**config.mk**
```make
export PLATFORM = sky130hd
export DESIGN_NAME = instr_fetch_ctrl
export DESIGN_NICKNAME = d
export VERILOG_FILES = /design/src/rtl/instr_fetch_ctrl.sv
export SDC_FILE = /design/constraint.sdc
export NUM_CORES = 1
export LEC_CHECK = 0
export ABC_AREA = 1
export CAP_MARGIN = 25
export CORE_UTILIZATION = 40
export DETAILED_ROUTE_END_ITERATION = 8
export GPL_ROUTABILITY_DRIVEN = 1
export PLACE_DENSITY_LB_ADDON = 0.15
export RECOVER_POWER = 100
export SYNTH_ARGS = -nofsm -noshare
export SYNTH_HDL_FRONTEND = slang
export SYNTH_SLANG_ARGS = --single-unit
```
**constraint.sdc**
```tcl
create_clock -name clk -period 1.4 [get_ports clk]
set_input_delay 0.28 -clock clk [delete_from_list [all_inputs] [get_ports clk]]
set_output_delay 0.28 -clock clk [all_outputs]
set_load 0.01 [all_outputs]
```
**src/rtl/instr_fetch_ctrl.sv**
```systemverilog
// Instruction fetch/issue controller: fetches from a registered-read RAM, issues words to the decoder,
// and resolves JZ/JNZ jumps and HALT. Define FETCH_RETIRE_COUNT_EN to enable the retired-instruction counter.
module instr_fetch_ctrl #(
    parameter int         PC_W     = 8,
    parameter int         PROG_LEN = 166,
    parameter logic [5:0] HALT_OP  = 6'd46,
    parameter logic [5:0] JZ_OP    = 6'd52,
    parameter logic [5:0] JNZ_OP   = 6'd47
) (
    input  logic            clk,
    input  logic            rst,
    input  logic            start,
    output logic [PC_W-1:0] imem_addr,
    input  logic [15:0]     imem_data,
    output logic [15:0]     instr,
    output logic            instr_valid,
    input  logic            instr_ready,
    input  logic            dp_busy,
    input  logic            z_flag,
    output logic [PC_W-1:0] pc,
    output logic            done,
    output logic            overrun,
    output logic [15:0]     retired
);

    typedef enum logic [2:0] {IDLE, FETCH, CAPTURE, ISSUE, BRANCH, HALT} state_t;

    localparam logic [31:0]     PROG_LEN_W = 32'(PROG_LEN);
    localparam logic [PC_W-1:0] PC_MAX     = '1;

    state_t          state_q, state_d;
    logic [PC_W-1:0] pc_q, pc_d;
    logic [15:0]     instr_q, instr_d;
    logic            instr_valid_q, instr_valid_d;
    logic            done_q, done_d;
    logic            overrun_q, overrun_d;

    logic [5:0] cap_op;
    logic [5:0] br_op;
    logic [9:0] br_operand;
    logic       pc_out_of_range;
    logic       br_taken;
    logic       br_target_bad;
    logic       advance;

    assign cap_op          = imem_data[15:10];
    assign br_op           = instr_q[15:10];
    assign br_operand      = instr_q[9:0];
    assign pc_out_of_range = 32'(pc_q) >= PROG_LEN_W;
    assign br_taken        = ((br_op == JZ_OP) && z_flag) || ((br_op == JNZ_OP) && !z_flag);
    // A target is bad if it is past the program or has operand bits the pc cannot hold.
    assign br_target_bad   = (32'(br_operand) >= PROG_LEN_W) || ((32'(br_operand) >> PC_W) != 32'd0);

    always_comb begin
        // NOTE: every signal written here gets its default first, so no path can infer a latch.
        state_d       = state_q;
        pc_d          = pc_q;
        instr_d       = instr_q;
        instr_valid_d = instr_valid_q;
        done_d        = done_q;
        overrun_d     = overrun_q;
        advance       = 1'b0;

        case (state_q)
            IDLE: begin
                if (start) begin
                    pc_d    = '0;
                    state_d = FETCH;
                end
            end
            FETCH: begin
                if (pc_out_of_range) begin
                    overrun_d = 1'b1;
                    state_d   = HALT;
                end else begin
                    state_d = CAPTURE;
                end
            end
            CAPTURE: begin
                instr_d = imem_data;
                if (cap_op == HALT_OP) begin
                    done_d  = 1'b1;
                    state_d = HALT;
                end else if (cap_op == JZ_OP || cap_op == JNZ_OP) begin
                    state_d = BRANCH;
                end else begin
                    instr_valid_d = 1'b1;
                    state_d       = ISSUE;
                end
            end
            ISSUE: begin
                if (instr_ready) begin
                    instr_valid_d = 1'b0;
                    advance       = 1'b1;
                end
            end
            BRANCH: begin
                if (!dp_busy) begin
                    if (!br_taken) begin
                        advance = 1'b1;
                    end else if (br_target_bad) begin
                        overrun_d = 1'b1;
                        state_d   = HALT;
                    end else begin
                        pc_d    = PC_W'(br_operand);
                        state_d = FETCH;
                    end
                end
            end
            HALT: begin
                if (start) begin
                    done_d    = 1'b0;
                    overrun_d = 1'b0;
                    pc_d      = '0;
                    state_d   = FETCH;
                end
            end
            default: state_d = IDLE;
        endcase

        // Incrementing past the top of the pc range is an overrun rather than a silent wrap to 0.
        if (advance) begin
            if (pc_q == PC_MAX) begin
                overrun_d = 1'b1;
                state_d   = HALT;
            end else begin
                pc_d    = pc_q + PC_W'(1);
                state_d = FETCH;
            end
        end
    end

    // NOTE: sequential state uses non-blocking assignments only, and every flop takes the async reset.
    always_ff @(posedge clk or posedge rst) begin
        if (rst) begin
            state_q       <= IDLE;
            pc_q          <= '0;
            instr_q       <= '0;
            instr_valid_q <= 1'b0;
            done_q        <= 1'b0;
            overrun_q     <= 1'b0;
        end else begin
            state_q       <= state_d;
            pc_q          <= pc_d;
            instr_q       <= instr_d;
            instr_valid_q <= instr_valid_d;
            done_q        <= done_d;
            overrun_q     <= overrun_d;
        end
    end

    // The RAM registers this address, so the word arrives in the cycle after FETCH.
    assign imem_addr   = pc_q;
    assign pc          = pc_q;
    assign instr       = instr_q;
    assign instr_valid = instr_valid_q;
    assign done        = done_q;
    assign overrun     = overrun_q;

`ifdef FETCH_RETIRE_COUNT_EN
    logic [15:0] retired_q, retired_d;

    always_comb begin
        retired_d = retired_q;
        if (start && (state_q == IDLE || state_q == HALT)) begin
            retired_d = '0;
        end else if (instr_valid_q && instr_ready && retired_q != 16'hFFFF) begin
            retired_d = retired_q + 16'd1;
        end
    end

    always_ff @(posedge clk or posedge rst) begin
        if (rst) begin
            retired_q <= '0;
        end else begin
            retired_q <= retired_d;
        end
    end

    assign retired = retired_q;
`else
    assign retired = '0;
`endif

endmodule

```
# Word level (Yosys, flattened, before mapping)

Cells that the tools add are included.

Register bits after elaboration: 30
Latch bits: 0
Bits in writable memories: 0
Bits in read-only memories: 0
Input port bits: 22
Word-level logic and storage cells: 79
Memories: 0

Add/subtract/negate cells: 1
$mul: 0
Divide/modulo/power cells: 0
Magnitude comparators: 2
Equality and inequality tests: 20
Shift operators: 0
Mux-type cells: 36
Bitwise gates (word level): 0
Reductions and logical operators: 14

Operators with widths:

| kind                  | number |
|---|---|
| $mux W8               | 6 |
| $reduce_bool A32 Y1   | 1 |
| $eq A6 B6 Y1 const B  | 5 |
| $mux W3               | 9 |
| $pmux W8 S2           | 1 |
| $mux W1               | 15 |
| $pmux W3 S5           | 1 |
| $ne A2 B2 Y1 const B  | 6 |
| $ge A10 B8 Y1 const B | 1 |
| $add A8 B1 Y8 const B | 1 |
| $eq A8 B8 Y1 const B  | 1 |
| $ge A8 B8 Y1 const B  | 1 |
| $reduce_and A4 Y1     | 2 |
| $eq A3 B2 Y1 const B  | 2 |
| $eq A3 B3 Y1 const B  | 2 |
| $ne A3 B3 Y1 const B  | 2 |
| $pmux W1 S2           | 3 |
| $reduce_bool A2 Y1    | 2 |
| $eq A3 B1 Y1 const B  | 1 |
| $logic_not A3 Y1      | 1 |
| $logic_or A1 B1 Y1    | 3 |
| $ne A3 B1 Y1 const B  | 1 |
| $pmux W1 S3           | 1 |
| $reduce_and A3 Y1     | 1 |
| 3 further kinds       | 4 |

# Longest topological paths before layout

Depth in word-level cells: 8
Mapped depth: 12

# Least setup slack after synthesis

No wires, ideal clock.

Path type: register -> register
From: reg pc_q[0], in the netlist imem_addr[0]
To: reg state_q[0]
Library setup time: 121 ps
Data arrival time: 1364 ps
Required time: 1279 ps
Setup slack: -85 ps
Stages on the path, launching flop included: 11
Path buffers: 0
Clock period less this slack: 1485 ps
Cells stage by stage: dfrtp_1 inv_1 ha_1 o21ai_0 nand3_1 nand2_1 nand2_1 nand2_1 nand3_1 a21oi_1 nand2_1

Longest elaborated chain between the ends: 4

Ends and longest elaborated chain:

| item                   | line | text |
|---|---|---|
| from (decl)            | 32   | `logic [PC_W-1:0] pc_q, pc_d;` |
| from (signal assigned) | 144  | `pc_q <= pc_d;` |
| $ge A8 B8 Y1           | 49   | `assign pc_out_of_range = 32'(pc_q) >= PROG_LEN_W;` |
| $mux W3                | 72   | `if (pc_out_of_range) begin` |
| $pmux W3 S5            | 64   | `case (state_q)` |
| $mux W3                | 122  | `if (advance) begin` |
| to (signal assigned)   | 143  | `state_q <= state_d;` |
| to (decl)              | 31   | `state_t state_q, state_d;` |

Every way passes these cells.
A chain may end at the register's enable or synchronous reset.

# Worst setup path in the final report

From: reg state_q[0]
To: reg pc_q[5], in the netlist imem_addr[5]

Longest elaborated chain between the ends: 5

Ends and longest elaborated chain:

| item                                                    | line | text |
|---|---|---|
| $eq A3 B3 Y1 / $logic_not A3 Y1 (equally long branches) | 64   |  |
| $reduce_or A2 Y1 (no line)                              | n/a  |  |
| $pmux W8 S2                                             | 64   |  |
| $mux W8                                                 | 123  | `if (pc_q == PC_MAX) begin` |
| $mux W8 (*)                                             | 122  |  |
| via pc_d[5]                                             | 32   |  |

Mark *: on every way through the listed nets, which the timed path passes. The rest lies on a longest branch.

==> results.toml <==
[detailed_routing]
routedWlPerCell_um = 12.0
vias = 2069
routed_wl_um = 5460
drc = 0
vias_per_cell = 4.54
ant_nets = 0
dr.pass1.iters = 4
drt-initial-drc-count = 59

[power_and_ir_drop]
total_power_uw = 5750
p_leak_uw = 0.00172
power_density_nw_per_um2 = 1770
vdd_drop_max_v = 0.00124

[global_route]
antenna_found_initial = 0
grt_pass1_wl_um = 9120
grt_busiest_layer = "met2"
grt_pass1_vias = 2012
gr-total-overflow = 0
grt_use_met1 = 0.293
grt_util_met3 = 0.0458
grt_max_degree = 31
track_usage = 0.226
grtUsageMet2 = 0.372

[worst_setup_path]
critPathTopFamily = "compound AO/OA/AOI/OAI gates"
cp_slowest_stage_delay_ns = 0.45
cp_common_cell = "a21oi_1"
r2r-end = "imem_addr[5]"
crit_type = "reg -> reg"
cp.buffers_inverters = 1
start_kind = "register"
arrival_ns = 1.73
rr_worst_depth = 7
r2r_slack_ns = -0.13
r2r_start = "state_q[0]"
path_cells = "or2_1, o21ai_2, a21oi_4, buf_6, nor2_1, a21oi_1, a21oi_1"
critPathRequiredTime_ns = 1.60
cp_max_fo = 5
cp-end-kind = "register"
slowest_stage = "dfrtp_2"

[placement]
dpl.hpwl_um = 3680
dpl_worst_slack_ns = -0.328
port_buffers = 56
place_congestion = 0.870
dpl.cell_count = 429

[clock_tree]
clock-sinks = 30
cts-buffers-inserted = 5
clkTransAtPathRegs_ns = 0.07
clock-root-buffer = "clkbuf_8"
cts_tree = "built"
cts.path.max_buffers = 2
cts_htree_levels = 2
clk_latency_ns = 0.29

[logic_synthesis]
syn-mean-instance-area_um2 = 7.13
synth-edff-count = 0
yosysTopAreaCellShare = 0.377
syn_inst = 279
ys_warn_count = 0
synth_ff_type = "dfrtp_1"
synthMostInstantiatedCell = "nand2_1"
synth.distinct_cells = 29
synth_compound_gate_area_share = 0.0862
synth.cell_area_um2 = 1990
async_flop_share = 1.00
synth_xor_area_frac = 0.0264
yosys.area_share.simple = 0.333
synth_top_family_by_area = "simple AND/OR/NAND/NOR gates"
seq_area_frac_synth = 0.377
synth_area_leaders = "dfrtp_1 38%, nand2_1 18%, buf_4 9.8%"
synthAdderAreaFrac = 0.0126
yosys.area.top_type = "dfrtp_1"
synthMuxAreaShare = 0
synth_common_cells = "94 x nand2_1, 30 x dfrtp_1, 26 x buf_4"
ys_seq_elements = 30

[floorplanning]
dieArea_um2 = 5260
chipHeight_um = 72.5
core_um2 = 4750
num_rows = 25
die_w_um = 72.5
start_util = 0.418
ios = 73

[layout]
final_cells = 456
layout-drive-gt1-share = 0.355
synthToLayoutAreaGrowth_pct = 63.5
finalNetCount = 412
antenna_cells = 0

[min_path]
min_from = "instr_valid"
whs_endpoint = "instr_valid"
min_path_cells = 2
worst_hold_path_type = "reg -> reg"

[sta]
finalCriticalPeriod_ns = 1.53
fmax_mhz = 652
setup_viol = 14
fin_ws_ns = -0.134
whs_ns = 0.483
hold_violations = 0
finalCritPeriodShare = 1.10
worstMarginPinSlew_ns = 0.742
rsz0062_at_grt = "true"
slew_headroom = 0.505
fin_skew_ns = 0.00897
fin_setup_tns_ns = -1.22
slew_viol_final = 0

[run_status]
violations = "negative setup slack"
status = "finished, violations left"

[flow_run]
maxCapViolCount = 0
[report_power, final]
group          switching, uW  total (uW)  internal [uW]
logic                   1790        3440           1650
clock network            358         753            395
registers                316        1560           1240
total                   2460        5750           3290
[flip-flops by register name, indices dropped and copies added, names as in the netlist]
name and count:
done 1, imem_addr 8, instr 16, instr_valid 1, overrun 1, state_q 3
[per-layer routing]
metal	part of all wire	routed length, um
met1	0.46	2480
met2	0.49	2680
met3	0.035	193
met4	0.018	97
met5	0	0
[worst max path at each step]
stage / startpoint / to / slack (ns) / cells after the start
3_5_place_dp: z_flag / imem_addr[2] / -0.33 / 10
4_1_cts: instr[14] / imem_addr[3] / -0.12 / 11
6_report: state_q[0] / imem_addr[5] / -0.13 / 7
3_3_place_gp: z_flag / imem_addr[3] / -0.29 / 9
2_1_floorplan: imem_addr[0] / state_q[0] / -0.01 / 10
5_1_grt: state_q[2] / imem_addr[3] / -0.22 / 9
[cells by family (layout without fill, tap and decap cells)]
logic type      after synthesis  in the layout
flops                        30             30
compound gates               27             27
buf+inv                      59            153
xor+xnor                      6              6
fa+ha+maj                     2              2
other cells                   1             16
simple gates                154            155
[through the flow]
| stage | util | cell area [um^2] |
|---|---|---|
| floorplan | - | 2050 |
| global placement | 0.589 | 2800 |
| detailed placement | 0.589 | 2800 |
| CTS | 0.657 | 3120 |
| global route | 0.684 | 3250 |
| finish | 0.684 | 3250 |
[area by class of cell]
class	count	area, um^2
tap	67	83.8
clock buffer	6	82.6
timing repair buffer	114	987
clock inverter	2	12.5
inverter	31	121
fill	429	1500
sequential	30	757
multi-input combinational	206	1210
[worst reg2reg max path, delay by kind of cell (launching register included)]
| kind | cells | cell delay, ns |
|---|---|---|
| AO/OA/AOI/OAI | 4 | 0.55 |
| buffers and inverters | 1 | 0.13 |
| flip-flops | 1 | 0.45 |
| AND/OR/NAND/NOR | 2 | 0.33 |
[cells in the final DEF, fill, tap and decap left out, drive strengths merged]
cell type      count
o2111ai            1
nand2             97
nand4              3
clkinv             2
o311ai             1
clkbuf            13
dlygate4sd2       27
o31ai              1
buf               54
clkdlybuf4s15      5
conb              16
inv               30
dlygate4sd3        1
clkdlybuf4s50     20
dfrtp             30
nand3             21
nor3               3
or2                1
nor2              28
o21ai             14
clkinvlp           1
ha                 2
a21oi             10
nand3b             2
xor2               6
[timing repair]
action	CTS	global route
endpoints found under the setup margin	47	34
hold buffers	0	0
buffers inserted	16	2
resized for setup	77	39
hold endpoints to repair	0	0
gates cloned	1	0
pin swaps	19	16
Power figures use the tool's default switching activity.
